<file path="config.mk">
export PLATFORM = sky130hd
export DESIGN_NAME = enc_3b4b_stage
export DESIGN_NICKNAME = d
export VERILOG_FILES = /design/src/rtl/enc_3b4b_stage.sv
export SDC_FILE = /design/constraint.sdc
export NUM_CORES = 1
export LEC_CHECK = 0
export ABC_AREA = 1
export BUFFER_PORTS_ARGS = -buffer_cell sky130_fd_sc_hd__buf_4
export CAP_MARGIN = 40
export CORE_MARGIN = 4
export CORE_UTILIZATION = 25
export DETAILED_ROUTE_END_ITERATION = 10
export GPL_ROUTABILITY_DRIVEN = 0
export GPL_TIMING_DRIVEN = 0
export PLACE_DENSITY = 0.44
export SLEW_MARGIN = 20
export SYNTH_ARGS = -nofsm -noshare
export SYNTH_HDL_FRONTEND = slang
export SYNTH_SLANG_ARGS = --single-unit
</file>
<file path="constraint.sdc">
create_clock -name clk -period 3.3 [get_ports clk]
set_input_delay 0 -clock clk [delete_from_list [all_inputs] [get_ports clk]]
set_output_delay 0 -clock clk [all_outputs]
set_load 0.005 [all_outputs]
</file>
<file path="src/rtl/enc_3b4b_stage.sv">
// enc_3b4b_stage: 3B/4B sub-block encoder stage of an 8B/10B line encoder.
// Accepts {H,G,F} plus K/S/RD6 qualifiers and encodes them into the 4-bit fghj
// sub-block. The result goes into a 2-entry output FIFO with a ready/valid
// handshake on both sides. All state changes on the falling edge of clk.
//
// occupancy | meaning
// ----------+-----------------------------------------------
// EMPTY     | no entry buffered, out_valid low
// ONE       | one entry buffered, can accept and pop together
// FULL      | both entries buffered, in_ready low

module enc_3b4b_stage #(
    parameter int DEPTH = 2
) (
    input  logic       clk,
    input  logic       rst_n,
    input  logic       in_valid,
    output logic       in_ready,
    input  logic [2:0] data_in,
    input  logic       k_in,
    input  logic       s_in,
    input  logic       rd6,
    output logic       out_valid,
    input  logic       out_ready,
    output logic [3:0] fghj,
    output logic       rd_out,
    output logic       k_out
);

    localparam logic [1:0] OCC_EMPTY = 2'd0;
    localparam logic [1:0] OCC_ONE   = 2'd1;
    localparam logic [1:0] OCC_FULL  = 2'd2;

    // Entry layout: {fghj[3:0], rd_out, k_out}
    localparam int ENTRY_W = 6;

    logic [1:0]         occ;
    logic [1:0]         occ_nxt;
    logic               wptr;
    logic               rptr;
    logic               arm;
    logic               accept;
    logic               pop;
    logic [3:0]         enc_code;
    logic               enc_rd;
    logic [ENTRY_W-1:0] mem [DEPTH];
    logic [ENTRY_W-1:0] head;

    // Data character code for one {H,G,F} value, chosen by running disparity.
    function automatic logic [3:0] data_code(input logic [2:0] hgf,
                                             input logic       alt,
                                             input logic       rd);
        logic [3:0] code;
        code = 4'b0000;
        case (hgf)
            3'b000:  code = rd ? 4'b0100 : 4'b1011;
            3'b001:  code = 4'b1001;
            3'b010:  code = 4'b0101;
            3'b011:  code = rd ? 4'b0011 : 4'b1100;
            3'b100:  code = rd ? 4'b0010 : 4'b1101;
            3'b101:  code = 4'b1010;
            3'b110:  code = 4'b0110;
            3'b111: begin
                // The alternate A7 form avoids a run of five equal bits
                // across the 6B/4B boundary when the S term says so.
                if (alt) begin
                    code = rd ? 4'b1000 : 4'b0111;
                end else begin
                    code = rd ? 4'b0001 : 4'b1110;
                end
            end
            default: code = 4'b0000;
        endcase
        return code;
    endfunction

    // Control (K) character code; the S term does not apply to K characters.
    function automatic logic [3:0] ctrl_code(input logic [2:0] hgf,
                                             input logic       rd);
        logic [3:0] code;
        code = 4'b0000;
        case (hgf)
            3'b000:  code = rd ? 4'b0100 : 4'b1011;
            3'b001:  code = rd ? 4'b1001 : 4'b0110;
            3'b010:  code = rd ? 4'b0101 : 4'b1010;
            3'b011:  code = rd ? 4'b0011 : 4'b1100;
            3'b100:  code = rd ? 4'b0010 : 4'b1101;
            3'b101:  code = rd ? 4'b1010 : 4'b0101;
            3'b110:  code = rd ? 4'b0110 : 4'b1001;
            3'b111:  code = rd ? 4'b1000 : 4'b0111;
            default: code = 4'b0000;
        endcase
        return code;
    endfunction

    // Number of ones in a 4-bit code.
    function automatic logic [2:0] ones4(input logic [3:0] code);
        return {2'b00, code[3]} + {2'b00, code[2]}
             + {2'b00, code[1]} + {2'b00, code[0]};
    endfunction

    // Encode the offered symbol; a balanced code keeps the disparity.
    always_comb begin
        enc_code = 4'b0000;
        enc_rd   = 1'b0;
        if (k_in) begin
            enc_code = ctrl_code(data_in, rd6);
        end else begin
            enc_code = data_code(data_in, s_in, rd6);
        end
        enc_rd = (ones4(enc_code) == 3'd2) ? rd6 : ~rd6;
    end

    // Handshake qualifiers. in_ready depends only on registered state, so
    // there is no path from out_ready. While reset is held, in_ready reads 1.
    always_comb begin
        in_ready  = ~rst_n | (arm & (occ != OCC_FULL));
        out_valid = (occ == OCC_ONE) | (occ == OCC_FULL);
        accept    = in_valid & in_ready;
        pop       = out_valid & out_ready;
    end

    // Next occupancy state.
    always_comb begin
        occ_nxt = occ;
        case (occ)
            OCC_EMPTY: begin
                if (accept) begin
                    occ_nxt = OCC_ONE;
                end
            end
            OCC_ONE: begin
                if (accept && !pop) begin
                    occ_nxt = OCC_FULL;
                end else if (pop && !accept) begin
                    occ_nxt = OCC_EMPTY;
                end
            end
            OCC_FULL: begin
                if (pop) begin
                    occ_nxt = OCC_ONE;
                end
            end
            default: occ_nxt = OCC_EMPTY;
        endcase
    end

    // Accepts are held off until one falling edge has passed after reset
    // release, so the first accept lands no earlier than the second edge.
    always_ff @(negedge clk or negedge rst_n) begin
        if (!rst_n) begin
            arm <= 1'b0;
        end else begin
            arm <= 1'b1;
        end
    end

    // Occupancy and pointer update; pointers wrap naturally at 1 bit.
    always_ff @(negedge clk or negedge rst_n) begin
        if (!rst_n) begin
            occ  <= OCC_EMPTY;
            wptr <= 1'b0;
            rptr <= 1'b0;
        end else begin
            occ <= occ_nxt;
            if (accept) begin
                wptr <= ~wptr;
            end
            if (pop) begin
                rptr <= ~rptr;
            end
        end
    end

    // Entry storage. Entries are cleared on reset so the head reads zero
    // immediately and nothing stale can surface after release.
    always_ff @(negedge clk or negedge rst_n) begin
        if (!rst_n) begin
            for (int i = 0; i < DEPTH; i++) begin
                mem[i] <= '0;
            end
        end else if (accept) begin
            mem[wptr] <= {enc_code, enc_rd, k_in};
        end
    end

    // Head entry drives the outputs.
    always_comb begin
        head   = mem[rptr];
        fghj   = head[5:2];
        rd_out = head[1];
        k_out  = head[0];
    end

endmodule

</file>
==> impl_summary.md, run 1 <==
Clock tree
In this run the number of H-tree levels came out at 1. The hold buffer count at cts is 0. The clock reaches the later pin of the worst-skew pair after 0.26 ns.

TritonCTS built the clock tree. TritonCTS created 3 clock buffers. The maximum buffer depth of the clock tree is 2. The CTS sink count is 17. CTS placed an instance of sky130_fd_sc_hd__clkbuf_8 at the clock tree root. Clock-pin slew was measured on the worst setup and hold paths at 0.05 ns.

Hold path
The type of the most critical hold path is input pin to output pin.

Timing
Setup violations remaining at the end of the flow were counted as 4. Setup repair after global routing could not meet its margin everywhere. The final setup TNS is -1.18 ns. The final max-slew violation count is 0.

The setup slack after layout is -0.342 ns. The total count of hold-check failures in the final report is 0. The final setup skew is 0.000639 ns.

Run
Max-cap violations in this run came to 0.

Power
The total power after layout is around 1.1 mW. In this run the static leakage power is 0.912 nW. The total internal power is 666 uW. Combinational logic is responsible for 52.3% of the overall power. The fraction of power consumed by the clock network is 14.3%.

The power per standard cell area is 613 nW/um^2. The fraction of power consumed by sequential logic is 33.4%. The maximum vdd drop is 0.152 mV. The switching power share of the total is 37.3%. The switching component of the power is between 300 and 400 uW.

Synthesis
The share of synthesized area in the top cell type comes to 37.1%. The synthesized flop and latch total is 17. The Yosys step of the flow raised 0 warnings.

The netlist uses 24 different library cells. The fraction of the yosys area taken by sequential cells is 37.1%. The cell taking the most area after synthesis is sky130_fd_sc_hd__dfrtn_1.

Counting every instance in the synthesized netlist gives about 160. By area the synthesized netlist is led by sky130_fd_sc_hd__dfrtn_1 (37%), sky130_fd_sc_hd__nand2_1 (20%), sky130_fd_sc_hd__nand3_1 (7.4%). After synthesis the cells add up to 1150 sq um. The synthesized area per cell is ~7.0 sq um.

The total nets after synthesis is 180.

Die
The die boundary width is 75.7 um. The floorplan step set the die height to 75.7 um. The floorplan has 24 rows.

After floorplanning, the core was sized to cover 4380 sq um. For this configuration, the core starts out at a cell density of 26.1%. During I/O placement, the number of pins put on the boundary was 18. The die covers about 5700 sq um.

Global routing
For this run, the total global-route usage over all layers was measured as between 10 and 15%. The maximum number of pins on one net before global-route repair is 19. The number of global-route vias before repair is approximately 1,300. After global routing the overflow that remains totals 0.

The initial antenna violation count was 0. The wire length of the first global-routing pass is 5470 um.

Routing
Dividing the detail-routed via count by the number of cells gives 4.41. Dividing the detail-routed wire length by the instance count gives 11.7 um. The first TritonRoute pass finished after 4 iterations. The number of design rule violations left after detail routing is 0.

The first-iteration detailed-routing DRC count is 71. The remaining antenna violation count after routing is 0. The via count is between 1,000 and 1,500. The final routed wirelength across all metal layers is 3140 um.

Critical path
In this run the worst path has a maximum fanout of 5. Data on the critical path arrives at its endpoint at 2.11 ns. The category of the critical setup timing path is input pin to flop. The type of element launching the critical path is an input pin. The nature of the critical path endpoint is a flop. The largest individual stage delay along the critical path comes from the cell sky130_fd_sc_hd__fa_1.

For the worst setup path, the data required time is 1.76 ns. The signal on the critical path passes through buf_8 -> nor2_4 -> buf_4 -> nand3_1 -> nand3_1 -> nand2_1 -> a21boi_2 -> fa_1 -> ha_2 -> ha_4 -> nor3b_4 -> xor2_2 -> nand2_1 -> o21ai_1. The largest stage delay on the critical path is ~0.43 ns.

Status
The checks that failed: setup timing. The run finished, with violations left.

Finish
Compared with the post-synthesis result, the final layout area differs by 51.2%. The number of diodes is 0. The post-route netlist has 35.5% of its cells at a drive strength greater than 1. The net count of the finished layout is 235.

Place
The number of I/O port buffers is 17. The half-perimeter wire length of the detailed placement result is 2090 um.
==> per-layer routing <==
| metal | wire length [um] | share of wire, % | global-route usage [%] | up-vias |
|---|---|---|---|---|
| met5 | 0 | 0 | 0 | - |
| li1 | - | - | - | 618 |
| met3 | 78 | 2.5 | 0.396 | 8 |
| met2 | 1620 | 51 | 21.9 | 26 |
| met1 | 1370 | 44 | 14.8 | 534 |
| met4 | 78 | 2.5 | 6.80 | 0 |
==> cells in the mapped netlist <==
| library cell | n |
|---|---|
| sky130_fd_sc_hd__nand4_1 | 1 |
| sky130_fd_sc_hd__nor3b_1 | 1 |
| sky130_fd_sc_hd__o211ai_1 | 1 |
| sky130_fd_sc_hd__nand2_1 | 62 |
| sky130_fd_sc_hd__o21ai_0 | 11 |
| sky130_fd_sc_hd__ha_1 | 6 |
| sky130_fd_sc_hd__a21oi_1 | 2 |
| sky130_fd_sc_hd__inv_2 | 2 |
| sky130_fd_sc_hd__inv_1 | 18 |
| sky130_fd_sc_hd__buf_4 | 1 |
| sky130_fd_sc_hd__dfrtn_1 | 17 |
| sky130_fd_sc_hd__clkbuf_1 | 1 |
| sky130_fd_sc_hd__nor3_1 | 1 |
| sky130_fd_sc_hd__o21ai_1 | 2 |
| sky130_fd_sc_hd__and2_1 | 1 |
| sky130_fd_sc_hd__nor2_4 | 1 |
| sky130_fd_sc_hd__nand3_1 | 17 |
| sky130_fd_sc_hd__conb_1 | 1 |
| sky130_fd_sc_hd__nand2_2 | 3 |
| sky130_fd_sc_hd__or2_2 | 1 |
| sky130_fd_sc_hd__nor2_1 | 6 |
| sky130_fd_sc_hd__a21boi_0 | 1 |
| sky130_fd_sc_hd__fa_1 | 1 |
| sky130_fd_sc_hd__xor2_1 | 5 |
==> power groups by stage <==
stage | clock network, mW | registers [mW] | logic (mW)
2_1_floorplan | 0 | 0.345 | 0.305
3_3_place_gp | 0 | 0.354 | 0.471
3_5_place_dp | 0 | 0.358 | 0.483
4_1_cts | 0.160 | 0.354 | 0.545
5_1_grt | 0.169 | 0.365 | 0.639
6_report | 0.152 | 0.354 | 0.556
==> worst paths after layout <==
| path | cells after the start | startpoint | slack (ns) | endpoint |
|---|---|---|---|---|
| setup / recovery | 14 | data_in[0] | -0.34 | mem[7] |
| hold / removal | 3 | rst_n | 0.42 | in_ready |
| setup reg to reg | 10 | occ[0] | 1.55 | mem[0] |
| hold reg to reg | 2 | mem[8] | 0.43 | mem[8] |
| max in group asynchronous | 1 | rst_n | 1.94 | mem[2] |
| min in group asynchronous | 1 | rst_n | 1.13 | mem[11] |
==> cells by family after synthesis <==
| family | count (synthesis) | synth area share (%) |
|---|---|---|
| xor gates and xnor gates | 5 | 3.82 |
| other | 1 | 0.327 |
| DFF | 17 | 37.1 |
| AOI/OAI and AO/OA | 17 | 7.86 |
| adders and majority gates | 7 | 8.30 |
| buffers and inverters | 22 | 7.53 |
| and+or+nand+nor | 94 | 35.0 |
==> what timing repair did <==
item / 4_1_cts / 5_1_grt
resized for setup: 11 / 11
setup buffers: 28 / 5
setup endpoints to repair: 2 / 4
pin swaps: 11 / 10
==> area by class of cell <==
type | instances | area [sq um]
flip-flops and latches | 17 | 425
multi-input cells | 124 | 709
plain buffers | 2 | 11.3
well taps | 52 | 65.1
inverters | 20 | 82.6
clock buffers | 4 | 45.0
fillers | 450 | 2650
repair buffers | 50 | 394
==> placed cells by master, fill, tap and decap left out, drive strengths merged, types with 2 or more instances in the layout <==
cell type / count
nand2: 65
o21ai: 13
clkbuf: 5
a21oi: 2
buf: 51
nand3: 17
nor2: 7
xor2: 5
dfrtn: 17
inv: 20
ha: 6
==> flip-flops by register name, summed over array words and instances, names as in the netlist <==
name and count:
arm 1, rptr 1, mem 12, wptr 1, occ 2
==> through the flow <==
stage	setup WS, ns	area (sq um)	std cells	utilization [%]	hold slack [ns]
floorplan	-0.373	1170	163	-	0.0537
global placement	-0.671	1360	232	31.0	0.423
detailed placement	-0.707	1360	232	31.0	0.432
CTS	-0.322	1660	264	37.8	0.433
global route	-0.424	1730	269	39.5	0.438
finish	-0.342	1730	269	39.5	0.420
==> worst max-delay path: cells and delay by family <==
family,cells,cell delay (ns)
AND/OR/NAND/NOR,6,0.67
adder cells (fa/ha/maj),3,0.89
XOR/XNOR,1,0.09
buffers and inverters,2,0.23
AO/OA/AOI/OAI,2,0.21
Note: power is estimated with default switching activity, not from simulation.
==> inputs of run 2 (changes only) <==
- CTS_BUF_LIST: default -> sky130_fd_sc_hd__clkbuf_4 sky130_fd_sc_hd__clkbuf_8
==> run 2 against run 1 <==
Net effect: total power is 0.48% higher; hold slack hardly changed; cell count stayed put; first-iteration DRC count is 1.4% lower; die area stayed put; non-clock buffer count stayed put; the flow still finishes with violations (setup timing); via count is 0.93% higher; cell area is 0.22% higher; wire length is 1.4% lower; critical endpoint unchanged; flip-flop and latch count stayed put; clock power is 5% higher.
==> impl_summary.md, run 2 (same netlist as run 1, synthesis figures left out) <==
Die
For this configuration, the core starts out at a cell density of a little over a quarter. 18 I/O pins were placed. The floorplan die area is 5730 sq um. The initialized floorplan defines 24 standard-cell rows. The die boundary height is 75.7 um. The standard cell core area is 4380 sq um.

Measured along the x axis, the die boundary spans 75.7 um.

Clock tree
Clock-pin slew was measured on the worst setup and hold paths at 0.05 ns. The root cell of the clock tree is sky130_fd_sc_hd__clkbuf_8. The CTS sink count is 17. The clock passes through at most 2 buffers. The later pin in the worst-skew pair is clocked with a latency of 0.26 ns. TritonCTS built the clock tree.

The hold buffer count at cts is 0. In this run the number of H-tree levels came out at 1. The number of clock buffers added by TritonCTS is 3.

Finish
The repair_antennas step left the layout with diodes totalling 0. In the layout the commonest cells are sky130_fd_sc_hd__nand2_1 (55), sky130_fd_sc_hd__buf_4 (47), sky130_fd_sc_hd__inv_1 (18). In the final layout, the multi-input gates occupy 709 sq um. In the final design database the tool counted about 240 nets. In the final layout, the registers with the most flip-flops are mem (12), occ (2). The total of fill cells in the finished design is 449. The final standard cell area without fillers is 1740 sq um. The area growth from synthesis to layout is 51.5%. In the final layout, the share of cells above drive strength 1 is a little over a third.

The flip-flop count of the largest register after layout is 12. The storage element area is 425 sq um. The leading cell type in the layout, fill and taps excluded is sky130_fd_sc_hd__nand2_1. The register with the most flip-flops in the final layout is mem.

Routing
The length of the first detailed-routing pass in iterations is 4. The mean routed wirelength per cell is 11.5 um. In the routed design, unresolved DRC markers number 0. The via count is 1,197. The final routed wirelength across all metal layers is 3100 um.

After detailed routing, the number of vias per cell comes to 4.45. In this run the remaining antenna-violating nets after routing total 0. The first-iteration detailed-routing DRC count is 70.

Place
The cell area reported after detailed placement is about 1400 sq um. The count of buffers added on input and output ports is 17. The placement-stage worst setup slack is -0.707 ns.

The HPWL after detailed placement is 2090 um.

Global routing
The initial antenna violation count is 0. The number of global-route vias before repair is 1,282. Entering global routing, the biggest net connects 19 pins. The total overflow left after global routing is 0. Across every metal layer, demand over resource in global routing totals 12.1%. The first global-routing pass estimated 5420 um of wire.

Timing
Setup repair after global routing could not meet its margin everywhere. The final number of setup-violating endpoints is 4. The final setup skew is 0.000707 ns. The total count of hold-check failures in the final report is 0. Across all setup checks in the final design, the least slack found is -0.343 ns. The final max-slew violation count is 0.

Critical path
The category of the critical setup timing path is input pin to flop. The arrival time of the worst setup path is 2.10 ns. The nature of the critical path endpoint is a flop. STA puts the critical path data required time at around 1.8 ns. The maximum net fanout on the critical path is 5. The worst setup path is launched from an input pin. The setup slack of the most critical reg-to-reg path is 1.55 ns.

Run
The number of maximum-capacitance constraint violations is 0.

Status
The flow ran to the end, but the final reports show violations. The final reports fail on setup timing.

Power
Power spread over the standard cell area amounts to 615 nW/um^2. The analysis attributes to cell leakage a power of 0.916 nW. The design draws approximately 1.1 mW. The maximum vdd drop is 0.151 mV.

Hold path
In this run the worst hold path is classified as input pin to output pin.
[run 2: changes by cell type in the layout (fill, tap and decap cells not counted)]
cell / previous run / this run
sky130_fd_sc_hd__clkbuf_4: 0 / 1
sky130_fd_sc_hd__clkbuf_1: 2 / 1
[run 2: final cells by class]
type	count	share of cell area, %
sequential	17	24.5
tap	52	3.75
clock buffer	4	2.81
timing repair buffer	50	22.7
multi-input combinational	124	40.9
inverter	20	4.76
buffer	2	0.648
[run 2: metrics by stage]
stage               utilization, %  instances  hold WS, ns  TNS, ns
finish                        39.6        269        0.419    -1.18
detailed placement            31.0        232        0.432    -1.39
floorplan                        -        163       0.0537   -0.734
global placement              31.0        232        0.423    -1.32
CTS                           37.9        264        0.433    -1.06
global route                  39.6        269        0.438    -1.60
[run 2: what timing repair did]
action,in CTS,in global routing
cloned,0,0
pin swaps,11,11
setup buffers,28,5
resized for setup,11,11
setup endpoints to repair,2,4
hold endpoints to repair,0,0
[run 2: routing by layer]
metal / track usage [%] / share of wire (%)
met4: 6.21 / 2.5
met3: 0.396 / 2.7
met1: 14.8 / 43
met2: 21.4 / 51
met5: 0 / 0
[run 2: final timing paths]
path	from	end	cells past startpoint
worst max-delay path	data_in[0]	mem[7]	14
worst min-delay path	rst_n	in_ready	3
worst max register to register	occ[0]	mem[0]	10
worst min register to register	mem[8]	mem[8]	2
max in group asynchronous	rst_n	mem[2]	1
min in group asynchronous	rst_n	mem[11]	1
[run 2: power by group]
| group | total, mW | switching (mW) | leakage (nW) | internal, mW |
|---|---|---|---|---|
| clock | 0.159 | 0.0657 | 0.0262 | 0.0937 |
| sequential | 0.354 | 0.0482 | 0.210 | 0.306 |
| combinational | 0.554 | 0.281 | 0.680 | 0.273 |
| total | 1.07 | 0.395 | 0.916 | 0.673 |
[run 2: worst max-delay path, stage by stage]
cell,delay [ns]
sky130_fd_sc_hd__buf_8,0.11
sky130_fd_sc_hd__nor2_4,0.11
sky130_fd_sc_hd__buf_4,0.12
sky130_fd_sc_hd__nand3_1,0.09
sky130_fd_sc_hd__nand3_1,0.10
sky130_fd_sc_hd__nand2_1,0.09
sky130_fd_sc_hd__a21boi_2,0.16
sky130_fd_sc_hd__fa_1,0.43
sky130_fd_sc_hd__ha_2,0.21
sky130_fd_sc_hd__ha_4,0.25
sky130_fd_sc_hd__nor3b_4,0.20
sky130_fd_sc_hd__xor2_2,0.09
sky130_fd_sc_hd__nand2_1,0.07
sky130_fd_sc_hd__o21ai_1,0.05
==> inputs of run 3 (changes only) <==
- CTS_BUF_LIST: sky130_fd_sc_hd__clkbuf_4 sky130_fd_sc_hd__clkbuf_8 -> sky130_fd_sc_hd__clkbuf_2
==> run 3 against run 2 <==
Net effect: non-clock buffer count did not move; via count fell by 0.42%; global-route usage rose by 0.25 points; register-to-register slack barely moved; utilization fell by 0.66 points; flip-flop and latch count did not move; the run still ends with setup timing left; critical path type unchanged; critical path depth did not move.
==> impl_summary.md, run 3 (same netlist as run 1, synthesis figures left out) <==
Routing
In the detailed route, the total length drawn on met2 is approximately 1600 um. The detailed router placed ~1,200 vias in this run. Wire segments on met3 add up to 79 um in the final route.

After detailed routing, the wire length on met1 is 1360 um. The final routed wirelength across all metal layers is 3120 um. The number of design rule violations left after detail routing is 0.

Dividing the detail-routed via count by the number of cells gives 4.43. The length of the first detailed-routing pass in iterations is 4. In this run the top signal layer used is met4.

The first-iteration detailed-routing DRC count is between 70 and 80. The remaining antenna violation count after routing is 0. The mean routed wirelength per cell is 11.6 um.

Finish
Leaving out fill and tap cells, the most frequent cell in the layout is sky130_fd_sc_hd__nand2_1. Ranked by flip-flop count, first place goes to mem. The repair_antennas step left the layout with diodes totalling 0. The proportion of layout cells with a drive suffix above 1 is 35.9%. The final layout contains 235 nets.

The top cell types in the final layout, fill and taps aside, are sky130_fd_sc_hd__nand2_1 (55), sky130_fd_sc_hd__buf_4 (47), sky130_fd_sc_hd__inv_1 (18). In the final layout, the registers with the most flip-flops are mem (12), occ (2). The area overhead of the layout relative to synthesis is 49.0%. The final standard cell area without fillers is 1710 sq um.

The register with the most flip-flops in the layout has 12 of them. The utilization of the core after routing is between 30% and 40%. Fill cells in the final layout number 456.

Die
The starting utilization of the core area is 26.1%. The floorplan step set the die height to ~76 um. For this design the top-level I/O count stands at 18. The standard cell core area is 4380 sq um. The die boundary width is 75.7 um.

The number of rows in the core area is 24. The floorplan die area is 5730 sq um.

Critical path
For the worst setup path, the data arrival time is 2.11 ns. The startpoint of the most critical setup path is data_in[0]. STA classifies the critical path endpoint as a flop. STA puts the critical path data required time at between 1.5 and 2 ns.

The maximum net fanout on the critical path is 5. The worst setup path endpoint is mem[7]. The critical path in this run is classified as input pin to flop.

The number of cells on the worst reg-to-reg path is 10. In this run the critical register-to-register path is launched from occ[0]. Across all register-to-register paths, the minimum setup slack is 1.54 ns.

In this run the critical register-to-register path is captured at mem[0]. The worst setup path is launched from an input pin.

Power
In this run the power spent charging and discharging nets is 393 uW. Sequential cells account for 35.3% of the total power. The worst-case IR drop observed on VDD is 0.142 mV.

The fraction of power consumed by the clock network is 9.5%. Power spread over the standard cell area amounts to 587 nW/um^2. The total internal power is 610 uW. In this run switching power makes up 39.1% of total power. The combinational fraction of design power is between 50% and 60%. The total power after layout is 1.00 mW.

Summed over all cells, the static leakage comes to 0.906 nW.

Clock tree
The worst-skew pair later-pin latency is about 0.27 ns. TritonCTS created 3 clock buffers. The TritonCTS clock tree is built. The clock-pin slew of the registers on the worst-case setup and hold paths is ~0.1 ns. The root cell of the clock tree is sky130_fd_sc_hd__clkbuf_2. No sink is reached through more buffers than the 2 on the longest clock path. The hold buffer count at cts is 0.

The number of levels the H-tree was split into is 1. The clock net in this run drives a total of 17 sinks.

Global routing
Entering global routing, the biggest net connects 19 pins. Across every metal layer, demand over resource in global routing totals between 10% and 20%. The number of global-route vias before repair came to between 1,000 and 1,500.

The first global-routing pass estimated 5460 um of wire. The initial antenna violation count is 0. The overall overflow remaining after global route is 0.

Status
The flow ran to the end, but the final reports show violations. The checks that failed: setup timing.

Place
Detailed placement finished with a half-perimeter wire length of 2090 um. OpenSTA, run right after detailed placement, puts the worst setup slack at -0.707 ns. The cell area reported after detailed placement is roughly 1400 sq um. The number of I/O port buffers is 17.

Timing
Setup repair after global routing could not meet its margin everywhere. The final setup TNS is -1.11 ns. After layout, the worst setup slack is -0.327 ns.

The final number of setup-violating endpoints is 4. The final setup skew is 0.00104 ns. The total count of hold-check failures in the final report is 0. The final max-slew violation count is 0.

Run
The number of maximum-capacitance constraint violations is 0.

Hold path
The worst hold path passes through 3 cells. The type of the most critical hold path is input pin to output pin.
==> run 3: cell counts in the layout (fill, tap and decap cells not counted) <==
No cell type changed its count.
==> run 3: layer usage <==
| metal | global-route usage [%] | vias to the layer above |
|---|---|---|
| li1 | - | 619 |
| met1 | 14.8 | 535 |
| met2 | 21.7 | 28 |
| met3 | 0.396 | 10 |
| met4 | 7.38 | 0 |
| met5 | 0 | - |
==> run 3: critical path, stage by stage <==
cell and delay (ns):
sky130_fd_sc_hd__buf_8 0.11, sky130_fd_sc_hd__nor2_4 0.11, sky130_fd_sc_hd__buf_4 0.12, sky130_fd_sc_hd__nand3_1 0.09
sky130_fd_sc_hd__nand3_1 0.10, sky130_fd_sc_hd__nand2_1 0.09, sky130_fd_sc_hd__a21boi_2 0.16, sky130_fd_sc_hd__fa_1 0.43
sky130_fd_sc_hd__ha_2 0.21, sky130_fd_sc_hd__ha_4 0.25, sky130_fd_sc_hd__nor3b_4 0.21, sky130_fd_sc_hd__xor2_2 0.09
sky130_fd_sc_hd__nand2_1 0.07, sky130_fd_sc_hd__o21ai_1 0.05
==> run 3: how the worst min path moves through the flow <==
stage	start	end	slack (ns)
finish	rst_n	in_ready	0.42
global placement	mem[1]	mem[1]	0.42
CTS	mem[8]	mem[8]	0.44
global route	mem[8]	mem[8]	0.44
detailed placement	mem[8]	mem[8]	0.43
floorplan	rst_n	in_ready	0.05
==> run 3: cell type report <==
class	instances	area, sq um	area share, %
multi-input combinational	124	709	41.5
sequential	17	425	24.9
timing repair buffer	50	394	23.1
inverter	20	82.6	4.84
tap	52	65.1	3.81
clock buffer	4	20.0	1.17
buffer	2	11.3	0.659
==> run 3: power groups by stage <==
stage               combinational (mW)  clock, mW  sequential [mW]
finish                           0.554     0.0955            0.354
global route                     0.638      0.113            0.365
CTS                              0.545      0.107            0.354
detailed placement               0.483          0            0.358
global placement                 0.471          0            0.354
floorplan                        0.305          0            0.345
==> run 3: metrics by stage <==
step / hold WS, ns / cells
after floorplan: 0.0537 / 163
after global placement: 0.423 / 232
after detailed placement: 0.432 / 232
after CTS: 0.437 / 264
after global routing: 0.442 / 269
final: 0.420 / 269
==> run 3: what timing repair did <==
action	in CTS	in global routing
setup endpoints to repair	2	4
gates resized for setup	11	11
setup buffers	28	5
pin swaps	11	11
